## src/rtl/seg7_pkg.sv

```systemverilog
// Shared constants for the 7-segment scan driver: blank pattern and the
// active-low hex glyph table (bit7 = dp, held off here).
package seg7_pkg;

  localparam logic [7:0] SEG_BLANK = 8'hFF;

  // Index = nibble value; bits 6..0 = g..a, low lights the segment.
  localparam logic [7:0] SEG_HEX [16] = '{
    8'hC0, 8'hF9, 8'hA4, 8'hB0,
    8'h99, 8'h92, 8'h82, 8'hF8,
    8'h80, 8'h90, 8'h88, 8'h83,
    8'hC6, 8'hA1, 8'h86, 8'h8E
  };

endpackage

```

## src/rtl/seg7_scan_display_if.sv

```systemverilog
// Load bus between the CPU debug/register-select logic and the scan driver.
interface seg7_scan_display_if #(
  parameter int DIGITS = 4
);
  // Handshake: load is a one-cycle valid strobe with no ready; the driver
  // always accepts it. pending reports a captured value waiting for the
  // frame boundary, and frame_done marks that boundary for one cycle.
  logic                  load;
  logic [4*DIGITS-1:0]   value;
  logic [DIGITS-1:0]     dp_mask;
  logic [DIGITS-1:0]     blink_mask;
  logic                  pending;
  logic                  frame_done;

  modport master (
    output load, value, dp_mask, blink_mask,
    input  pending, frame_done
  );

  modport slave (
    input  load, value, dp_mask, blink_mask,
    output pending, frame_done
  );
endinterface

```

## src/rtl/seg7_decode.sv

```systemverilog
// Combinational nibble to active-low 7-segment pattern (bits 6..0 = g..a).
module seg7_decode
  import seg7_pkg::*;
(
  input  logic [3:0] nibble,
  output logic [6:0] seg
);

  assign seg = SEG_HEX[nibble][6:0];

endmodule

```

## src/rtl/seg7_scan_display.sv

```systemverilog
// Time-multiplexed common-anode 7-segment driver with ghost guard, blink,
// leading-zero blanking and frame-synchronous value update.
module seg7_scan_display
  import seg7_pkg::*;
#(
  parameter int DIGITS    = 4,
  parameter int CLK_DIV   = 10000,
  parameter int GUARD     = 16,
  parameter int BLINK_DIV = 5000
) (
  input  logic                clk,
  input  logic                reset,
  input  logic                enable,
  input  logic                lz_blank_en,
  seg7_scan_display_if.slave  bus,
  output logic [DIGITS-1:0]   digit_sel,
  output logic [7:0]          seg_display
);

  localparam int DIV_W = $clog2(CLK_DIV);
  localparam int IDX_W = (DIGITS > 2) ? $clog2(DIGITS) : 1;
  localparam int BLK_W = (BLINK_DIV > 2) ? $clog2(BLINK_DIV) : 1;

  localparam logic [DIV_W-1:0] DIV_LAST = DIV_W'(CLK_DIV - 1);
  localparam logic [DIV_W-1:0] GUARD_C  = DIV_W'(GUARD);
  localparam logic [IDX_W-1:0] IDX_LAST = IDX_W'(DIGITS - 1);
  localparam logic [BLK_W-1:0] BLK_LAST = BLK_W'(BLINK_DIV - 1);

  logic [DIV_W-1:0]    div_cnt;
  logic [IDX_W-1:0]    scan_idx;
  logic [BLK_W-1:0]    blink_cnt;
  logic                blink_phase;   // 1 = blinking digits dark

  logic [4*DIGITS-1:0] value_sh, value_pd;
  logic [DIGITS-1:0]   dp_sh, dp_pd;
  logic [DIGITS-1:0]   blink_sh, blink_pd;
  logic                pending_q;

  logic                slot_end;
  logic                frame_end;
  logic [IDX_W-1:0]    hi_idx;
  logic [3:0]          cur_nib;
  logic [6:0]          cur_seg;
  logic                cur_blank;

  assign slot_end  = enable && (div_cnt == DIV_LAST);
  assign frame_end = slot_end && (scan_idx == IDX_LAST);

  assign bus.frame_done = frame_end;
  assign bus.pending    = pending_q;

  // Slot timing: counters idle at zero while disabled so a re-enable always
  // restarts at digit 0 with a full guard interval.
  always_ff @(posedge clk or posedge reset) begin
    if (reset) begin
      div_cnt     <= '0;
      scan_idx    <= '0;
      blink_cnt   <= '0;
      blink_phase <= 1'b0;
    end else if (!enable) begin
      div_cnt     <= '0;
      scan_idx    <= '0;
      blink_cnt   <= '0;
      blink_phase <= 1'b0;
    end else begin
      div_cnt <= slot_end ? '0 : div_cnt + DIV_W'(1);
      if (slot_end) begin
        scan_idx <= (scan_idx == IDX_LAST) ? '0 : scan_idx + IDX_W'(1);
        if (blink_cnt == BLK_LAST) begin
          blink_cnt   <= '0;
          blink_phase <= ~blink_phase;
        end else begin
          blink_cnt <= blink_cnt + BLK_W'(1);
        end
      end
    end
  end

  // Shadow only changes at a frame boundary (or while dark), so a digit
  // never shows a mix of old and new values within one frame.
  always_ff @(posedge clk or posedge reset) begin
    if (reset) begin
      value_sh  <= '0;
      dp_sh     <= '0;
      blink_sh  <= '0;
      value_pd  <= '0;
      dp_pd     <= '0;
      blink_pd  <= '0;
      pending_q <= 1'b0;
    end else if (!enable || frame_end) begin
      if (bus.load) begin
        value_sh <= bus.value;
        dp_sh    <= bus.dp_mask;
        blink_sh <= bus.blink_mask;
      end else if (pending_q) begin
        value_sh <= value_pd;
        dp_sh    <= dp_pd;
        blink_sh <= blink_pd;
      end
      pending_q <= 1'b0;
    end else if (bus.load) begin
      value_pd  <= bus.value;
      dp_pd     <= bus.dp_mask;
      blink_pd  <= bus.blink_mask;
      pending_q <= 1'b1;
    end
  end

  // Highest nonzero nibble; stays 0 for an all-zero value so digit 0 shows.
  always_comb begin
    hi_idx = '0;
    for (int i = 0; i < DIGITS; i++) begin
      if (value_sh[4*i +: 4] != 4'h0) hi_idx = IDX_W'(i);
    end
  end

  assign cur_nib   = value_sh[{scan_idx, 2'b00} +: 4];
  assign cur_blank = (blink_sh[scan_idx] && blink_phase) ||
                     (lz_blank_en && (scan_idx > hi_idx) && !dp_sh[scan_idx]);

  seg7_decode u_decode (
    .nibble (cur_nib),
    .seg    (cur_seg)
  );

  always_ff @(posedge clk or posedge reset) begin
    if (reset) begin
      digit_sel   <= '1;
      seg_display <= SEG_BLANK;
    end else if (!enable || (div_cnt < GUARD_C)) begin
      digit_sel   <= '1;
      seg_display <= SEG_BLANK;
    end else begin
      digit_sel   <= ~(DIGITS'(1) << scan_idx);
      seg_display <= cur_blank ? SEG_BLANK : {~dp_sh[scan_idx], cur_seg};
    end
  end

endmodule

```

## src/flat_wrapper.sv

```systemverilog
// flat-port wrapper written by rule: the top's interface ports become plain ports
module seg7_scan_display_flat import seg7_pkg::*;
#(
  parameter int DIGITS    = 4,
  parameter int CLK_DIV   = 10000,
  parameter int GUARD     = 16,
  parameter int BLINK_DIV = 5000
)
  (clk, reset, enable, lz_blank_en, digit_sel, seg_display, bus_load, bus_value, bus_dp_mask, bus_blink_mask, bus_pending, bus_frame_done);
  seg7_scan_display_if #(.DIGITS(DIGITS)) bus_i ();
  input  logic clk;
  input  logic reset;
  input  logic enable;
  input  logic lz_blank_en;
  output logic [DIGITS-1:0] digit_sel;
  output logic [7:0] seg_display;
  input wire logic [$bits(bus_i.load)-1:0] bus_load;
  input wire logic [$bits(bus_i.value)-1:0] bus_value;
  input wire logic [$bits(bus_i.dp_mask)-1:0] bus_dp_mask;
  input wire logic [$bits(bus_i.blink_mask)-1:0] bus_blink_mask;
  output wire logic [$bits(bus_i.pending)-1:0] bus_pending;
  output wire logic [$bits(bus_i.frame_done)-1:0] bus_frame_done;
  assign bus_i.load = bus_load;
  assign bus_i.value = bus_value;
  assign bus_i.dp_mask = bus_dp_mask;
  assign bus_i.blink_mask = bus_blink_mask;
  assign bus_pending = bus_i.pending;
  assign bus_frame_done = bus_i.frame_done;
  seg7_scan_display #(.DIGITS(DIGITS), .CLK_DIV(CLK_DIV), .GUARD(GUARD), .BLINK_DIV(BLINK_DIV)) u_core (.clk(clk), .reset(reset), .enable(enable), .lz_blank_en(lz_blank_en), .bus(bus_i), .digit_sel(digit_sel), .seg_display(seg_display));
endmodule
```

## config.mk

```make
export PLATFORM = sky130hd
export DESIGN_NAME = seg7_scan_display_flat
export DESIGN_NICKNAME = d
export VERILOG_FILES = /design/src/rtl/seg7_pkg.sv /design/src/rtl/seg7_scan_display_if.sv /design/src/rtl/seg7_decode.sv /design/src/rtl/seg7_scan_display.sv /design/src/flat_wrapper.sv
export SDC_FILE = /design/constraint.sdc
export NUM_CORES = 1
export LEC_CHECK = 0
export BUFFER_PORTS_ARGS = -buffer_cell sky130_fd_sc_hd__buf_2
export CAP_MARGIN = 5
export CELL_PAD_IN_SITES_DETAIL_PLACEMENT = 1
export CELL_PAD_IN_SITES_GLOBAL_PLACEMENT = 1
export CORE_ASPECT_RATIO = 2
export CORE_MARGIN = 3
export CORE_UTILIZATION = 47
export CTS_CLUSTER_DIAMETER = 30
export DETAILED_ROUTE_END_ITERATION = 7
export HOLD_SLACK_MARGIN = 0.12
export PLACE_DENSITY_LB_ADDON = 0.1
export SYNTH_ARGS = -nofsm -noshare
export SYNTH_HDL_FRONTEND = slang
export SYNTH_SLANG_ARGS = --single-unit
```

## constraint.sdc

```tcl
create_clock -name clk -period 3.39 [get_ports clk]
set_clock_uncertainty 0.15 [all_clocks]
set_input_delay 0.5085 -clock clk [delete_from_list [all_inputs] [get_ports clk]]
set_output_delay 0.5085 -clock clk [all_outputs]
set_load 0.03 [all_outputs]
```

# Word level (Yosys, flattened, before mapping)
# Memory sizes are Yosys's and may differ from the RTL's.
# Index checks and enable logic that the tools add are counted.
# W data, S select, Z words.
[classes] n_addsub=3 order_cmp=4 n_eq_ne=5 shift=2 n_mux=31 bitwise=5 n_reduce_logical=18
[op_table] operator="$mux W13" n=3
[op_table] operator="$mux W16" n=2
[op_table] operator="$mux W14" n=2
[op_table] operator="$mux W4" n=5
[op_table] operator="$mux W8" n=2
[op_table] operator="$shiftx A16 B5 Y4" n=1
[op_table] operator="$add A14 B1 Y14 const B" n=1
[op_table] operator="$eq A14 B14 Y1 const B" n=1
[op_table] operator="$lt A14 B5 Y1 const B" n=1
[op_table] operator="$mux W7" n=2
[op_table] operator="$add A13 B1 Y13 const B" n=1
[op_table] operator="$eq A13 B13 Y1 const B" n=1
[op_table] operator="$reduce_bool A4 Y1" n=3
[op_table] operator="$mux W2" n=5
[op_table] operator="$mux W1" n=8
[op_table] operator="$reduce_and A2 Y1" n=3
[op_table] operator="$ge A5 B5 Y1 const B" n=1
[op_table] operator="$logic_and A1 B1 Y1" n=5
[op_table] operator="$not A4 Y5" n=1
[op_table] operator="$bmux W1 S2" n=2
[op_table] operator="$ne A2 B1 Y1 const B" n=2
[op_table] operator="$not A4 Y4" n=1
[op_table] operator="$reduce_bool A2 Y1" n=2
[op_table] operator="$shl A1 B2 Y4 const A" n=1
[op_table] operator="other kinds (7)" n=12
[word_totals] ff_bits=91 rom_bits=128 input_bits=29 out_inout_bits=14 n_memories=1
[mem_list] memory="(name not given)" words=16 word_bits=8 rd=1 rd_ports_with_merged_regs=0 write_ports=0 line="seg7_decode.sv:9" source="assign seg = SEG_HEX[nibble][6:0];"

# Longest topological paths before layout
# Gate-level depths: netlist (run 1).
[depth] word_depth=10 ltp_mapped=8 mapped_depth_nobuf=7

# Hierarchy
# A second synthesis (run 1) with hierarchy kept.
[unflattened] cells_unflattened=434 area_unflattened_um2=4805.9
[by_module_without_submodules] mod="seg7_scan_display" instances=1 cells_per_inst=401 area_each_um2=4536.9 seq_area_each_um2=2292.2
[by_module_without_submodules] mod="seg7_decode" instances=1 cells_per_inst=33 area_each_um2=269.0 seq_area_each_um2=0.0

# Worst setup path after synthesis (run 1)
# No wires, ideal clock.
[synth_path] path_kind="register to output" start="register u_core.div_cnt[5]" end="output bus_frame_done" arrival_time_ns=2.371 setup_slack_ns=0.361 path_stages_with_launch=5 path_buffers=1 cell_sequence="dfrtp_1 or4_4 or4_4 buf_6 nor3_1"
[synth_via] elab_chain_cells=3
[synth_lines] element="start: declaration" line="seg7_scan_display.sv:29" source="logic [DIV_W-1:0] div_cnt;"
[synth_lines] element="start signal: assignment" line="seg7_scan_display.sv:66" source="div_cnt <= slot_end ? '0 : div_cnt + DIV_W'(1);"
[synth_lines] element="$eq A14 B14 Y1" line="seg7_scan_display.sv:46" source="assign slot_end = enable && (div_cnt == DIV_LAST);"
[synth_lines] element="$logic_and A1 B1 Y1" line="seg7_scan_display.sv:46"
[synth_lines] element="$logic_and A1 B1 Y1" line="seg7_scan_display.sv:47" source="assign frame_end = slot_end && (scan_idx == IDX_LAST);"
[synth_lines] element="end: declaration" line="flat_wrapper.sv:22" source="output wire logic [$bits(bus_i.frame_done)-1:0] bus_frame_done;"
# Every way passes these cells.

# Worst setup path after layout (run 1)
# Same ends and word-level chain as after synthesis.

==> results of run 1 <==
## cell families after synthesis
kind of cell | synth area share, %
buffers and inverters | 3.55
adders and majority gates | 3.63
xor gates and xnor gates | 2.36
DFF | 47.4
and+or+nand+nor | 16.3
muxes | 10.6
AOI/OAI and AO/OA | 16.0
## stage by stage
step / hold slack [ns] / instances / total power, mW / util (%)
2_1_floorplan: 0.275 / 454 / 1.59 / -
3_3_place_gp: 0.300 / 613 / 1.70 / 52.3
3_5_place_dp: 0.307 / 613 / 1.73 / 52.3
4_1_cts: 0.139 / 629 / 2.78 / 55.5
5_1_grt: 0.170 / 629 / 2.89 / 55.5
6_report: 0.109 / 629 / 2.75 / 55.5
## routing by layer
metal / vias to the layer above / track usage (%) / wire [um]
met5: - / 0 / 0
met1: 1935 / 24.8 / 4680
met4: 0 / 9.18 / 245
met2: 68 / 42.5 / 7050
met3: 15 / 3.93 / 296
li1: 1770 / - / -
## how the worst max path moves through the flow
stage / startpoint / end / slack (ns) / cells past startpoint
after floorplan: u_core.div_cnt[5]$_DFF_PP0_ / bus_frame_done / 0.36 / 4
after global placement: u_core.div_cnt[5]$_DFF_PP0_ / bus_frame_done / 0.66 / 4
after detailed placement: u_core.div_cnt[5]$_DFF_PP0_ / bus_frame_done / 0.61 / 4
after CTS: u_core.div_cnt[5]$_DFF_PP0_ / bus_frame_done / 0.24 / 4
after global routing: u_core.div_cnt[5]$_DFF_PP0_ / bus_frame_done / 0.18 / 4
final: u_core.div_cnt[5]$_DFF_PP0_ / bus_frame_done / 0.24 / 4
## critical path, cell delays in order (launching register included)
cell                      delay, ns
sky130_fd_sc_hd__dfrtp_1       0.43
sky130_fd_sc_hd__or4_4         0.61
sky130_fd_sc_hd__or4_4         0.64
sky130_fd_sc_hd__nor3_1        0.23
sky130_fd_sc_hd__buf_2         0.24
## synth_stat cells (4+ instances only)
library cell               count
sky130_fd_sc_hd__a22oi_1      23
sky130_fd_sc_hd__inv_1        13
sky130_fd_sc_hd__a21oi_1      14
sky130_fd_sc_hd__clkbuf_1     20
sky130_fd_sc_hd__o21ai_0       5
sky130_fd_sc_hd__or4_1         4
sky130_fd_sc_hd__o31ai_1       9
sky130_fd_sc_hd__dfstp_2      12
sky130_fd_sc_hd__dfrtp_1      79
sky130_fd_sc_hd__ha_1         14
sky130_fd_sc_hd__nor2b_1       6
sky130_fd_sc_hd__nand4_1       7
sky130_fd_sc_hd__and3b_1       5
sky130_fd_sc_hd__o221ai_1     27
sky130_fd_sc_hd__nand3_1      13
sky130_fd_sc_hd__nor3_1        4
sky130_fd_sc_hd__and2_1        5
sky130_fd_sc_hd__mux4_2        8
sky130_fd_sc_hd__and3_1        5
sky130_fd_sc_hd__nand2_1      78
sky130_fd_sc_hd__mux2_2       27
sky130_fd_sc_hd__o211ai_1      7
sky130_fd_sc_hd__xnor2_1      10
sky130_fd_sc_hd__nor2_1       13
## registers in the layout, summed over array words and instances (netlist names)
signal and cells:
u_core.blink_phase 1, u_core.blink_cnt 13, u_core.value_sh 16, u_core.bus.pending 1, u_core.scan_idx 2, u_core.blink_pd 4, u_core.dp_sh 4, u_core.seg_display 8
u_core.value_pd 16, u_core.dp_pd 4, u_core.div_cnt 14, u_core.blink_sh 4, u_core.digit_sel 4
## final cells by class
cell class              count  share of cell area (%)
repair buffers             52                    5.43
clock inverters             1                   0.547
well taps                 132                    3.01
inverters                  14                   0.981
flip-flops and latches     91                    41.8
clock buffers              15                    5.09
multi-input cells         324                    43.2
## layout by cell type (no fill, tap or decap), types with 4 or more instances in the layout
cell type / n
sky130_fd_sc_hd__o211ai_1: 7
sky130_fd_sc_hd__o221ai_1: 27
sky130_fd_sc_hd__o31ai_1: 9
sky130_fd_sc_hd__dfrtp_1: 79
sky130_fd_sc_hd__dfstp_2: 12
sky130_fd_sc_hd__nand3_1: 13
sky130_fd_sc_hd__buf_4: 9
sky130_fd_sc_hd__xnor2_1: 10
sky130_fd_sc_hd__clkbuf_1: 4
sky130_fd_sc_hd__nor2b_1: 6
sky130_fd_sc_hd__nor2_1: 13
sky130_fd_sc_hd__a21oi_1: 14
sky130_fd_sc_hd__and3b_1: 5
sky130_fd_sc_hd__nand2_1: 78
sky130_fd_sc_hd__and3_1: 5
sky130_fd_sc_hd__or4_1: 4
sky130_fd_sc_hd__inv_1: 12
sky130_fd_sc_hd__buf_2: 42
sky130_fd_sc_hd__and2_1: 5
sky130_fd_sc_hd__mux4_2: 8
sky130_fd_sc_hd__ha_1: 14
sky130_fd_sc_hd__o21ai_0: 5
sky130_fd_sc_hd__nor3_1: 4
sky130_fd_sc_hd__mux2_2: 27
sky130_fd_sc_hd__a22oi_1: 23
sky130_fd_sc_hd__nand4_1: 7
sky130_fd_sc_hd__clkbuf_16: 10
## power by group through the flow
| stage | Clock (mW) | Combinational [mW] | Sequential (mW) |
|---|---|---|---|
| 6_report | 1.03 | 0.410 | 1.30 |
| 5_1_grt | 1.11 | 0.458 | 1.32 |
| 4_1_cts | 1.06 | 0.415 | 1.30 |
| 3_5_place_dp | 0 | 0.409 | 1.32 |
| 3_3_place_gp | 0 | 0.383 | 1.31 |
| 2_1_floorplan | 0 | 0.310 | 1.28 |
==> implementation parameters, run 1 <==
Parameter                              Value

Critical path
  Reg-to-Reg End ... u_core.dp_sh[3]$_DFFE_PP0P_
  Kind of launch point of the worst setup path ... register
  Worst reg2reg setup slack ... 0.62 ns
  Launching point of the worst reg2reg path ... u_core.div_cnt[5]$_DFF_PP0_
  Setup CP Type ... register to output port
  Peak fanout along the critical path ... 12
  Critical path capture point type ... output port
  Required arrival time at the worst endpoint ... 2.73 ns
  Data arrival time of the critical path ... approximately 2.5 ns
  Worst reg2reg path depth ... 4

Global routing
  Maximum number of pins on one net before global-route repair ... 50
  Global-route wire length before repair ... 20800 um
  Antenna violations before repair ... 0
  Global route total overflow ... 0
  Vias in the first global route ... 4192
  Global router's overall resource usage ... 22.7%

Yosys
  Post-synth EDFFs ... 0
  Area share of the leading cell type in the synthesized netlist ... 40.9%
  FF+latch count, synth ... between 90 and 100
  Sequential-to-total area share from yosys stat ... 47.4%
  Count of warnings emitted by yosys ... 0
  Async set or reset register ratio after synthesis ... 100%
  Most area-consuming cells after synthesis ... sky130_fd_sc_hd__dfrtp_1 41%, sky130_fd_sc_hd__dfstp_2 6.5%, sky130_fd_sc_hd__mux2_2 6.3%
  Most frequently used flop master after synthesis ... sky130_fd_sc_hd__dfrtp_1
  Mean cell area of the mapped netlist ... 10.6 um^2
  Post-synthesis net count ... 497
  Number of instances in the synthesized netlist ... 454
  Library cell occupying the most area in the post-synthesis netlist ... sky130_fd_sc_hd__dfrtp_1
  Distinct cell type count of the synthesized netlist ... 52
  Mapped Area ... between 4000 and 5000 um^2

Flow run
  Max-capacitance violation count ... 0

Power and ir drop
  Part of the power in combinational logic ... 14.9%
  Switching share of power ... 26.1%
  Psw ... between 0.7 and 0.8 mW
  Peak supply drop ... 294 uV
  Power per unit of standard cell area ... ~500 nW/um^2
  Share of total power in the clock network ... 37.6%
  Share of power burned in registers ... between 40% and 50%
  P_int ... 2.03 mW
  Static leakage ... 2.22 nW

Clocking
  H-tree levels ... 3
  Worst-path clk slew ... 0.06 ns
  Count of clock tree sinks ... 91
  Number of gates resized after CTS ... 0
  Total CTS buffers ... 9
  Number of hold buffers added after CTS ... 0
  Post-CTS setup repair buffer count ... 0
  Buffer cell driving the clock tree root ... sky130_fd_sc_hd__clkbuf_16
  Clock insertion delay at the later pin of the skew report ... 0.34 ns
  Clock tree buffer depth ... 2
  CTS tree ... done

Placed design
  Final weighted congestion in routability-driven placement ... 0.815
  Count of buffers from port buffering ... 42
  DP Area ... 5180 um^2
  Worst-case setup slack after placement ... around 0.61 ns
  DP HPWL ... between 8000 and 9000 um

Layout
  Sequential Area ... 2290 um^2
  Layout overhead on the synthesized area ... 13.5%
  Final nets ... 535
  Area of combinational cells with multiple inputs ... approximately 2400 um^2
  Count of fill cells added during filler insertion ... about 1.1k
  Layout Cell Area excl Fill ... 5490 um^2
  Layout cells sized above 1 ... 24.5%
  Antenna Diode Count ... 0

Min path
  Type of the tightest min-delay check ... input pin to async pin

Die
  # rows ... just over 50
  Floorplan die area ... 11600 um^2
  Core Footprint ... 9890 um^2
  Vert. Die Dim ... 149 um
  Die X ... 77.7 um
  # IOs ... 43
  Effective utilization at floorplan ... 48.8%

STA
  Final setup fails ... 0
  Slew of the pin with the lowest slew margin ... 0.748 ns
  Unrepaired setup endpoints after global routing ... no
  Final clock period utilization by the worst path ... 93.0%
  Min Clock Period, post-route ... 3.15 ns
  Total negative slack for setup checks ... 0 ns
  Max transition margin ... approximately 50%
  Timing-limited maximum frequency ... around 0.32 GHz
  Post-route setup slack ... 0.237 ns
  Hold violation count in the final report ... 0
  Slew Viols, Final ... 0

Drt
  Antenna violation net count after detailed routing ... 0
  Final wirelength ... 12300 um
  Initial drt markers ... 144
  Post-detailed-route wirelength per cell ... slightly below 20 um
  DRC ... 0
  Iteration count of the initial detailed-routing pass ... 4
  Detail-routed via count per cell ... 6.02
  Via count ... 3788

Outcome
  Result of the run ... finished clean
No activity file was read; power rests on OpenSTA's default activity.
==> inputs of run 2 (changes only) <==
--- a/config.mk
+++ b/config.mk
@@ -5,13 +5,14 @@
 export SDC_FILE = /design/constraint.sdc
 export NUM_CORES = 1
 export LEC_CHECK = 0
+export ABC_AREA = 1
 export BUFFER_PORTS_ARGS = -buffer_cell sky130_fd_sc_hd__buf_2
 export CAP_MARGIN = 5
 export CELL_PAD_IN_SITES_DETAIL_PLACEMENT = 1
 export CELL_PAD_IN_SITES_GLOBAL_PLACEMENT = 1
 export CORE_ASPECT_RATIO = 2
 export CORE_MARGIN = 3
-export CORE_UTILIZATION = 47
+export CORE_UTILIZATION = 44
 export CTS_CLUSTER_DIAMETER = 30
 export DETAILED_ROUTE_END_ITERATION = 7
 export HOLD_SLACK_MARGIN = 0.12
==> run 2 against run 1 <==
  * Non-clock buffer count fell by 5
  * Register-to-register slack improved by 0.36 ns
  * Cell count rose by 34%
  * Via count rose by 16%
  * Highest routed layer unchanged
==> implementation parameters, run 2 <==
Parameter                              Value

STA
  Slew of the pin with the lowest slew margin ... 0.779 ns (+0.0312 ns)
  Final clock period utilization by the worst path ... 80.5% (-13 points)
  Total negative slack for setup checks ... 0 ns (unchanged)
  Hold violation count in the final report ... 0 (unchanged)
  Timing-limited maximum frequency ... 0.367 GHz (+16%)
  Final setup fails ... 0 (unchanged)
  Max transition margin ... 48.0% (-2.1 points)
  Worst hold slack across all endpoints ... 0.124 ns (+0.0144 ns)
  Slew Viols, Final ... 0 (unchanged)
  Unrepaired setup endpoints after global routing ... no
  Min Clock Period, post-route ... 2.73 ns (-0.425 ns)

Yosys
  FF+latch count, synth ... 91 (unchanged)
  Mapped Area ... 4920 um^2 (+1.9%)
  Most area-consuming cells after synthesis ... sky130_fd_sc_hd__dfrtp_1 40%, sky130_fd_sc_hd__nand2_1 22%, sky130_fd_sc_hd__nand3_1 9.3%
  Count of warnings emitted by yosys ... 0 (unchanged)
  Distinct cell type count of the synthesized netlist ... 35 (-33%)
  Area share of the leading cell type in the synthesized netlist ... 40.2% (-0.76 points)
  Number of instances in the synthesized netlist ... 665 (+46%)
  Post-synthesis net count ... 708 (+42%)
  Library cell occupying the most area in the post-synthesis netlist ... sky130_fd_sc_hd__dfrtp_1
  Mean cell area of the mapped netlist ... 7.40 um^2 (-30%)
  Most numerous cell types in the synthesized netlist ... 284 x sky130_fd_sc_hd__nand2_1, 91 x sky130_fd_sc_hd__nand3_1, 79 x sky130_fd_sc_hd__dfrtp_1
  Most instantiated library cell after synthesis ... sky130_fd_sc_hd__nand2_1
  Sequential-to-total area share from yosys stat ... 46.6% (-0.88 points)
  Most frequently used flop master after synthesis ... sky130_fd_sc_hd__dfrtp_1
  Post-synth EDFFs ... 0 (unchanged)
  Async set or reset register ratio after synthesis ... 100% (unchanged)

Drt
  Antenna violation net count after detailed routing ... 0 (unchanged)
  Initial drt markers ... 174 (+21%)
  DRC ... 0 (unchanged)
  Detail-routed via count per cell ... 5.22 (-13%)
  Post-detailed-route wirelength per cell ... 15.3 um (-21%)
  Iteration count of the initial detailed-routing pass ... 4 (unchanged)
  Via count ... 4413 (+16%)
  Final wirelength ... 13000 um (+5.7%)

Outcome
  Result of the run ... finished clean

Power and ir drop
  Power per unit of standard cell area ... 456 nW/um^2 (-9.0%)
  Peak supply drop ... 281 uV (-4.5%)
  Total chip power ... 2.51 mW (-8.6%)
  Static leakage ... 2.80 nW (+26%)

Clocking
  Number of hold buffers added after CTS ... 0 (unchanged)
  Post-CTS setup repair buffer count ... 0 (unchanged)
  Clock tree buffer depth ... 2 (unchanged)
  Buffer cell driving the clock tree root ... sky130_fd_sc_hd__clkbuf_16
  Count of clock tree sinks ... 91 (unchanged)
  Number of gates resized after CTS ... 0 (unchanged)
  Total CTS buffers ... 9 (unchanged)
  CTS tree ... done
  Worst-path clk slew ... 0.07 ns (about the same)
  H-tree levels ... 3 (unchanged)
  Clock insertion delay at the later pin of the skew report ... 0.35 ns (about the same)

Critical path
  Critical path capture point type ... output port
  Worst path buffer plus inverter count ... 2 (+1)
  Setup CP Type ... register to output port
  Data arrival time of the critical path ... 2.07 ns (-0.42 ns)
  Peak fanout along the critical path ... 16 (+4)
  List of cells traversed by the critical path ... ha_1 -> inv_1 -> nor4_1 -> buf_2
  Required arrival time at the worst endpoint ... 2.73 ns (about the same)
  Slowest cell delay on critical path ... 0.64 ns (about the same)
  Kind of launch point of the worst setup path ... register
  Critical path's top delay family ... flip-flops
  Crit-path slowest cell ... sky130_fd_sc_hd__dfrtp_1

Die
  # rows ... 54 (+5.9%)
  Floorplan die area ... 12600 um^2 (+8.3%)
  Vert. Die Dim ... 156 um (+4.2%)
  # IOs ... 43 (unchanged)
  Core Footprint ... 10900 um^2 (+11%)
  Effective utilization at floorplan ... 45.0% (-3.9 points)
  Die X ... 80.8 um (+4.0%)

Flow run
  Max-capacitance violation count ... 0 (unchanged)

Layout
  Area of combinational cells with multiple inputs ... 2350 um^2 (-0.79%)
  Antenna Diode Count ... 0 (unchanged)
  Count of fill cells added during filler insertion ... 1452 (+34%)
  Most common cell after layout, fill and taps aside ... sky130_fd_sc_hd__nand2_1
  Largest registers in the final layout ... u_core.value_pd (16), u_core.value_sh (16), u_core.div_cnt (14)
  Final non-filler cell total ... 846 (+34%)
  Layout cells sized above 1 ... 13.6% (-11 points)
  Highest-count cells in the layout ignoring fill and taps ... 284 x sky130_fd_sc_hd__nand2_1, 91 x sky130_fd_sc_hd__nand3_1, 79 x sky130_fd_sc_hd__dfrtp_1
  Layout overhead on the synthesized area ... 11.9%
  Final nets ... 744 (+39%)
  Sequential Area ... 2290 um^2 (unchanged)

Global routing
  Antenna violations before repair ... 0 (unchanged)
  Maximum number of pins on one net before global-route repair ... 50 (unchanged)
  Global route total overflow ... 0 (unchanged)
  Vias in the first global route ... 4795 (+14%)
  Global router's overall resource usage ... 22.6% (-0.10 points)
  Global-route wire length before repair ... 22200 um (+6.8%)

Placed design
  Placed cell count ... 830 (+35%)
  Count of buffers from port buffering ... 42 (unchanged)
  Final weighted congestion in routability-driven placement ... 0.818 (+0.38%)
  DP HPWL ... 10100 um (+12%)

Min path
  Type of the tightest min-delay check ... input pin to async pin
run 2: cell count changes in the layout (fill, tap and decap cells not counted), sizes merged, moves of 9 or more:
cell / previous run / this run
nand3: 13 / 94
mux2: 27 / 0
nor2: 14 / 54
o21ai: 6 / 18
xnor2: 10 / 1
a22oi: 23 / 0
o221ai: 27 / 0
nand2: 79 / 289
inv: 12 / 40
run 2: cell type report:
cell class	instances	share of cell area (%)
multi-input combinational	511	42.6
clock inverter	2	0.227
inverter	41	2.82
sequential	91	41.6
timing repair buffer	47	4.73
clock buffer	14	4.79
tap	140	3.18
run 2: worst paths after layout:
path	cells past startpoint	startpoint	slack, ns	to
worst max-delay path	4	u_core.scan_idx[0]$_DFFE_PP0P_	0.66	bus_frame_done
worst max register to register	10	u_core.scan_idx[0]$_DFFE_PP0P_	0.98	u_core.seg_display[0]$_DFF_PP1_
min in group clk	3	bus_value[1]	0.26	u_core.value_pd[1]$_DFFE_PP0P_
worst min-delay path	2	reset	0.12	u_core.div_cnt[3]$_DFF_PP0_
max in group asynchronous	3	reset	2.25	u_core.value_sh[8]$_DFFE_PP0P_
worst min register to register	2	u_core.blink_sh[3]$_DFFE_PP0P_	0.32	u_core.blink_sh[3]$_DFFE_PP0P_
run 2: metrics by stage:
| stage | area [um^2] | utilization [%] | setup WS (ns) |
|---|---|---|---|
| after global placement | 5230 | 47.8 | 1.05 |
| after CTS | 5510 | 50.3 | 0.650 |
| after detailed placement | 5230 | 47.8 | 1.03 |
| after global routing | 5510 | 50.3 | 0.518 |
| after floorplan | 4920 | - | 0.388 |
| final | 5510 | 50.3 | 0.663 |
run 2: logic make-up after synthesis:
group | share of synthesized area [%]
flops | 46.6
xor+xnor | 0.356
buf+inv | 5.72
compound gates | 4.09
simple gates | 39.7
fa+ha+maj | 3.56
run 2: power breakdown:
| group | switching [mW] | leakage [nW] | internal, mW |
|---|---|---|---|
| registers | 0.0606 | 1.15 | 1.17 |
| logic | 0.222 | 1.51 | 0.113 |
| clock network | 0.407 | 0.133 | 0.537 |
| total | 0.689 | 2.80 | 1.82 |
run 2: per-layer routing:
| layer | global-route usage [%] | part of all wire [%] | up-vias |
|---|---|---|---|
| met5 | 0 | 0 | - |
| li1 | - | - | 2192 |
| met1 | 22.6 | 36 | 2115 |
| met2 | 43.8 | 58 | 75 |
| met4 | 10.5 | 3.4 | 0 |
| met3 | 3.47 | 2.8 | 31 |
==> inputs of run 3 (changes only) <==
--- a/config.mk
+++ b/config.mk
@@ -12,7 +12,7 @@
 export CELL_PAD_IN_SITES_GLOBAL_PLACEMENT = 1
 export CORE_ASPECT_RATIO = 2
 export CORE_MARGIN = 3
-export CORE_UTILIZATION = 44
+export CORE_UTILIZATION = 40
 export CTS_CLUSTER_DIAMETER = 30
 export DETAILED_ROUTE_END_ITERATION = 7
 export HOLD_SLACK_MARGIN = 0.12
==> constraint.sdc (replaced) <==
create_clock -name clk -period 2.3 [get_ports clk]
set_clock_uncertainty 0.15 [all_clocks]
set_input_delay 0.345 -clock clk [delete_from_list [all_inputs] [get_ports clk]]
set_output_delay 0.345 -clock clk [all_outputs]
set_load 0.03 [all_outputs]
==> run 3 against run 2 <==
  * Global-route usage decreased by 2.0 points
  * Register-to-register slack got worse by 0.85 ns
  * Flip-flop and latch count unchanged
  * Largest power group unchanged
==> implementation parameters, run 3 (synthesized netlist as in run 2, its figures left out) <==
Parameter                              Value

Critical path
  Required arrival time at the worst endpoint ... 1.80 ns (-0.93 ns)
  Launching point of the worst reg2reg path ... u_core.value_sh[8]$_DFFE_PP0P_
  Worst reg2reg setup slack ... 0.13 ns (-0.85 ns)
  Worst reg2reg path depth ... 9 (-1)
  Setup CP Type ... register to output port
  Kind of launch point of the worst setup path ... register
  Reg-to-Reg End ... u_core.seg_display[6]$_DFF_PP1_
  Data arrival time of the critical path ... 1.72 ns (-0.35 ns)
  Critical path capture point type ... output port
  Crit path from ... u_core.scan_idx[0]$_DFFE_PP0P_
  Peak fanout along the critical path ... 15 (-1)

Clocking
  Total CTS buffers ... 9 (unchanged)
  Clock tree buffer depth ... 2 (unchanged)
  Post-CTS setup repair buffer count ... 0 (unchanged)
  Count of clock tree sinks ... 91 (unchanged)
  Buffer cell driving the clock tree root ... sky130_fd_sc_hd__clkbuf_16
  Worst-path clk slew ... 0.07 ns (about the same)
  H-tree levels ... 3 (unchanged)
  Clock insertion delay at the later pin of the skew report ... 0.34 ns (about the same)
  CTS tree ... done

Drt
  DRC ... 0 (unchanged)
  Initial drt markers ... 146 (-16%)
  Antenna violation net count after detailed routing ... 0 (unchanged)
  Detail-routed via count per cell ... 5.14 (-1.5%)
  Post-detailed-route wirelength per cell ... 15.0 um (-2.2%)
  Via count ... 4530 (+2.7%)
  Iteration count of the initial detailed-routing pass ... 4 (unchanged)
  Final wirelength ... 13200 um (+2.0%)

Layout
  Most common cell after layout, fill and taps aside ... sky130_fd_sc_hd__nand2_1
  Layout overhead on the synthesized area ... 19.2%
  Antenna Diode Count ... 0 (unchanged)
  Highest-count cells in the layout ignoring fill and taps ... 284 x sky130_fd_sc_hd__nand2_1, 91 x sky130_fd_sc_hd__nand3_1, 78 x sky130_fd_sc_hd__dfrtp_1
  Layout cells sized above 1 ... 14.8% (+1.2 points)
  Final nets ... 775 (+4.2%)
  Largest registers in the final layout ... u_core.value_pd (16), u_core.value_sh (16), u_core.div_cnt (14)

Global routing
  Maximum number of pins on one net before global-route repair ... 92 (+84%)
  Global route total overflow ... 0 (unchanged)
  Vias in the first global route ... 4840 (+0.94%)
  Antenna violations before repair ... 0 (unchanged)
  Global-route wire length before repair ... 22800 um (+2.7%)
  Global router's overall resource usage ... 20.6% (-2.0 points)

STA
  Max transition margin ... 66.8% (+19 points)
  Unrepaired setup endpoints after global routing ... yes
  Post-route setup slack ... 0.0861 ns (-0.576 ns)
  Final setup fails ... 0 (unchanged)
  Hold violation count in the final report ... 0 (unchanged)
  Slew Viols, Final ... 0 (unchanged)
  Slew of the pin with the lowest slew margin ... 0.498 ns (-0.281 ns)
  Min Clock Period, post-route ... 2.21 ns
  Final clock period utilization by the worst path ... 96.3%
  Timing-limited maximum frequency ... 0.452 GHz
  Worst hold slack across all endpoints ... 0.275 ns (+0.152 ns)

Die
  Die X ... 84.4 um (+4.5%)
  Vert. Die Dim ... 163 um (+4.7%)
  Core Footprint ... 11900 um^2 (+8.8%)
  # IOs ... 43 (unchanged)
  # rows ... 56 (+3.7%)
  Effective utilization at floorplan ... 41.3% (-3.6 points)
  Floorplan die area ... 13800 um^2 (+9.4%)

Placed design
  DP HPWL ... 9920 um (-1.3%)
  Final weighted congestion in routability-driven placement ... 0.863 (+5.4%)
  Worst-case setup slack after placement ... 0.0771 ns (-0.957 ns)
  Count of buffers from port buffering ... 42 (unchanged)

Min path
  Source of the worst hold timing path ... enable
  Type of the tightest min-delay check ... input pin to register
  Hold depth ... 3
  Hold EP ... u_core.div_cnt[11]$_DFF_PP0_

Power and ir drop
  Total chip power ... 3.89 mW (+55%)
  Static leakage ... 2.94 nW (+5.1%)
  Peak supply drop ... 364 uV (+30%)
  Power per unit of standard cell area ... 663 nW/um^2 (+45%)

Flow run
  Max-capacitance violation count ... 0 (unchanged)

Outcome
  Result of the run ... finished clean
[run 3: cell count changes in the layout (fill, tap and decap cells not counted), moves of 2 or more]
| cell | before | now |
|---|---|---|
| sky130_fd_sc_hd__nor4_2 | 0 | 2 |
| sky130_fd_sc_hd__clkinv_2 | 2 | 0 |
| sky130_fd_sc_hd__buf_4 | 4 | 10 |
| sky130_fd_sc_hd__dlygate4sd3_1 | 0 | 25 |
| sky130_fd_sc_hd__nor4_1 | 3 | 1 |
| sky130_fd_sc_hd__clkbuf_1 | 3 | 0 |
| sky130_fd_sc_hd__inv_6 | 0 | 2 |
| sky130_fd_sc_hd__clkinv_4 | 0 | 2 |
[run 3: critical path, stage by stage (launching register included)]
cell and delay, ns:
sky130_fd_sc_hd__dfrtp_1 0.37, sky130_fd_sc_hd__buf_6 0.18, sky130_fd_sc_hd__ha_2 0.23, sky130_fd_sc_hd__inv_1 0.11, sky130_fd_sc_hd__nor4_2 0.28, sky130_fd_sc_hd__buf_4 0.20
[run 3: where the power goes]
| group | switching, mW | internal (mW) | total [mW] |
|---|---|---|---|
| registers | 0.0882 | 1.73 | 1.81 |
| logic | 0.343 | 0.201 | 0.544 |
| clock network | 0.651 | 0.884 | 1.54 |
| total | 1.08 | 2.81 | 3.89 |
[run 3: area by class of cell]
cell class              instances  area [um^2]
fillers                      1542         6040
multi-input cells             511         2360
flip-flops and latches         91         2290
repair buffers                 78          562
clock buffers                  10          239
well taps                     145          181
inverters                      41          158
clock inverters                 6         72.6
[run 3: worst max path at each step]
stage	end	slack, ns
floorplan	bus_frame_done	0.28
global placement	u_core.seg_display[6]$_DFF_PP1_	0.18
detailed placement	u_core.seg_display[6]$_DFF_PP1_	0.08
CTS	bus_frame_done	0.01
global route	u_core.seg_display[0]$_DFF_PP1_	-0.03
finish	bus_frame_done	0.09
[run 3: layer usage]
layer	GRT usage, %	wire length (um)
met5	0	0
met4	7.64	401
met3	2.73	259
met2	40.9	7730
met1	21.3	4840
[run 3: through the flow]
| step | area, um^2 | cells | setup TNS (ns) | util [%] |
|---|---|---|---|---|
| 6_report | 5870 | 882 | 0 | 49.3 |
| 5_1_grt | 5870 | 882 | -0.112 | 49.3 |
| 4_1_cts | 5860 | 882 | 0 | 49.2 |
| 3_5_place_dp | 5290 | 841 | 0 | 44.4 |
| 3_3_place_gp | 5290 | 841 | 0 | 44.4 |
| 2_1_floorplan | 4930 | 665 | 0 | - |
[run 3: what timing repair did]
| item | CTS | global route |
|---|---|---|
| hold buffers | 25 | 0 |
| endpoints found under the setup margin | 1 | 9 |
| endpoints found under the hold margin | 103 | 0 |
| resized for setup | 3 | 2 |
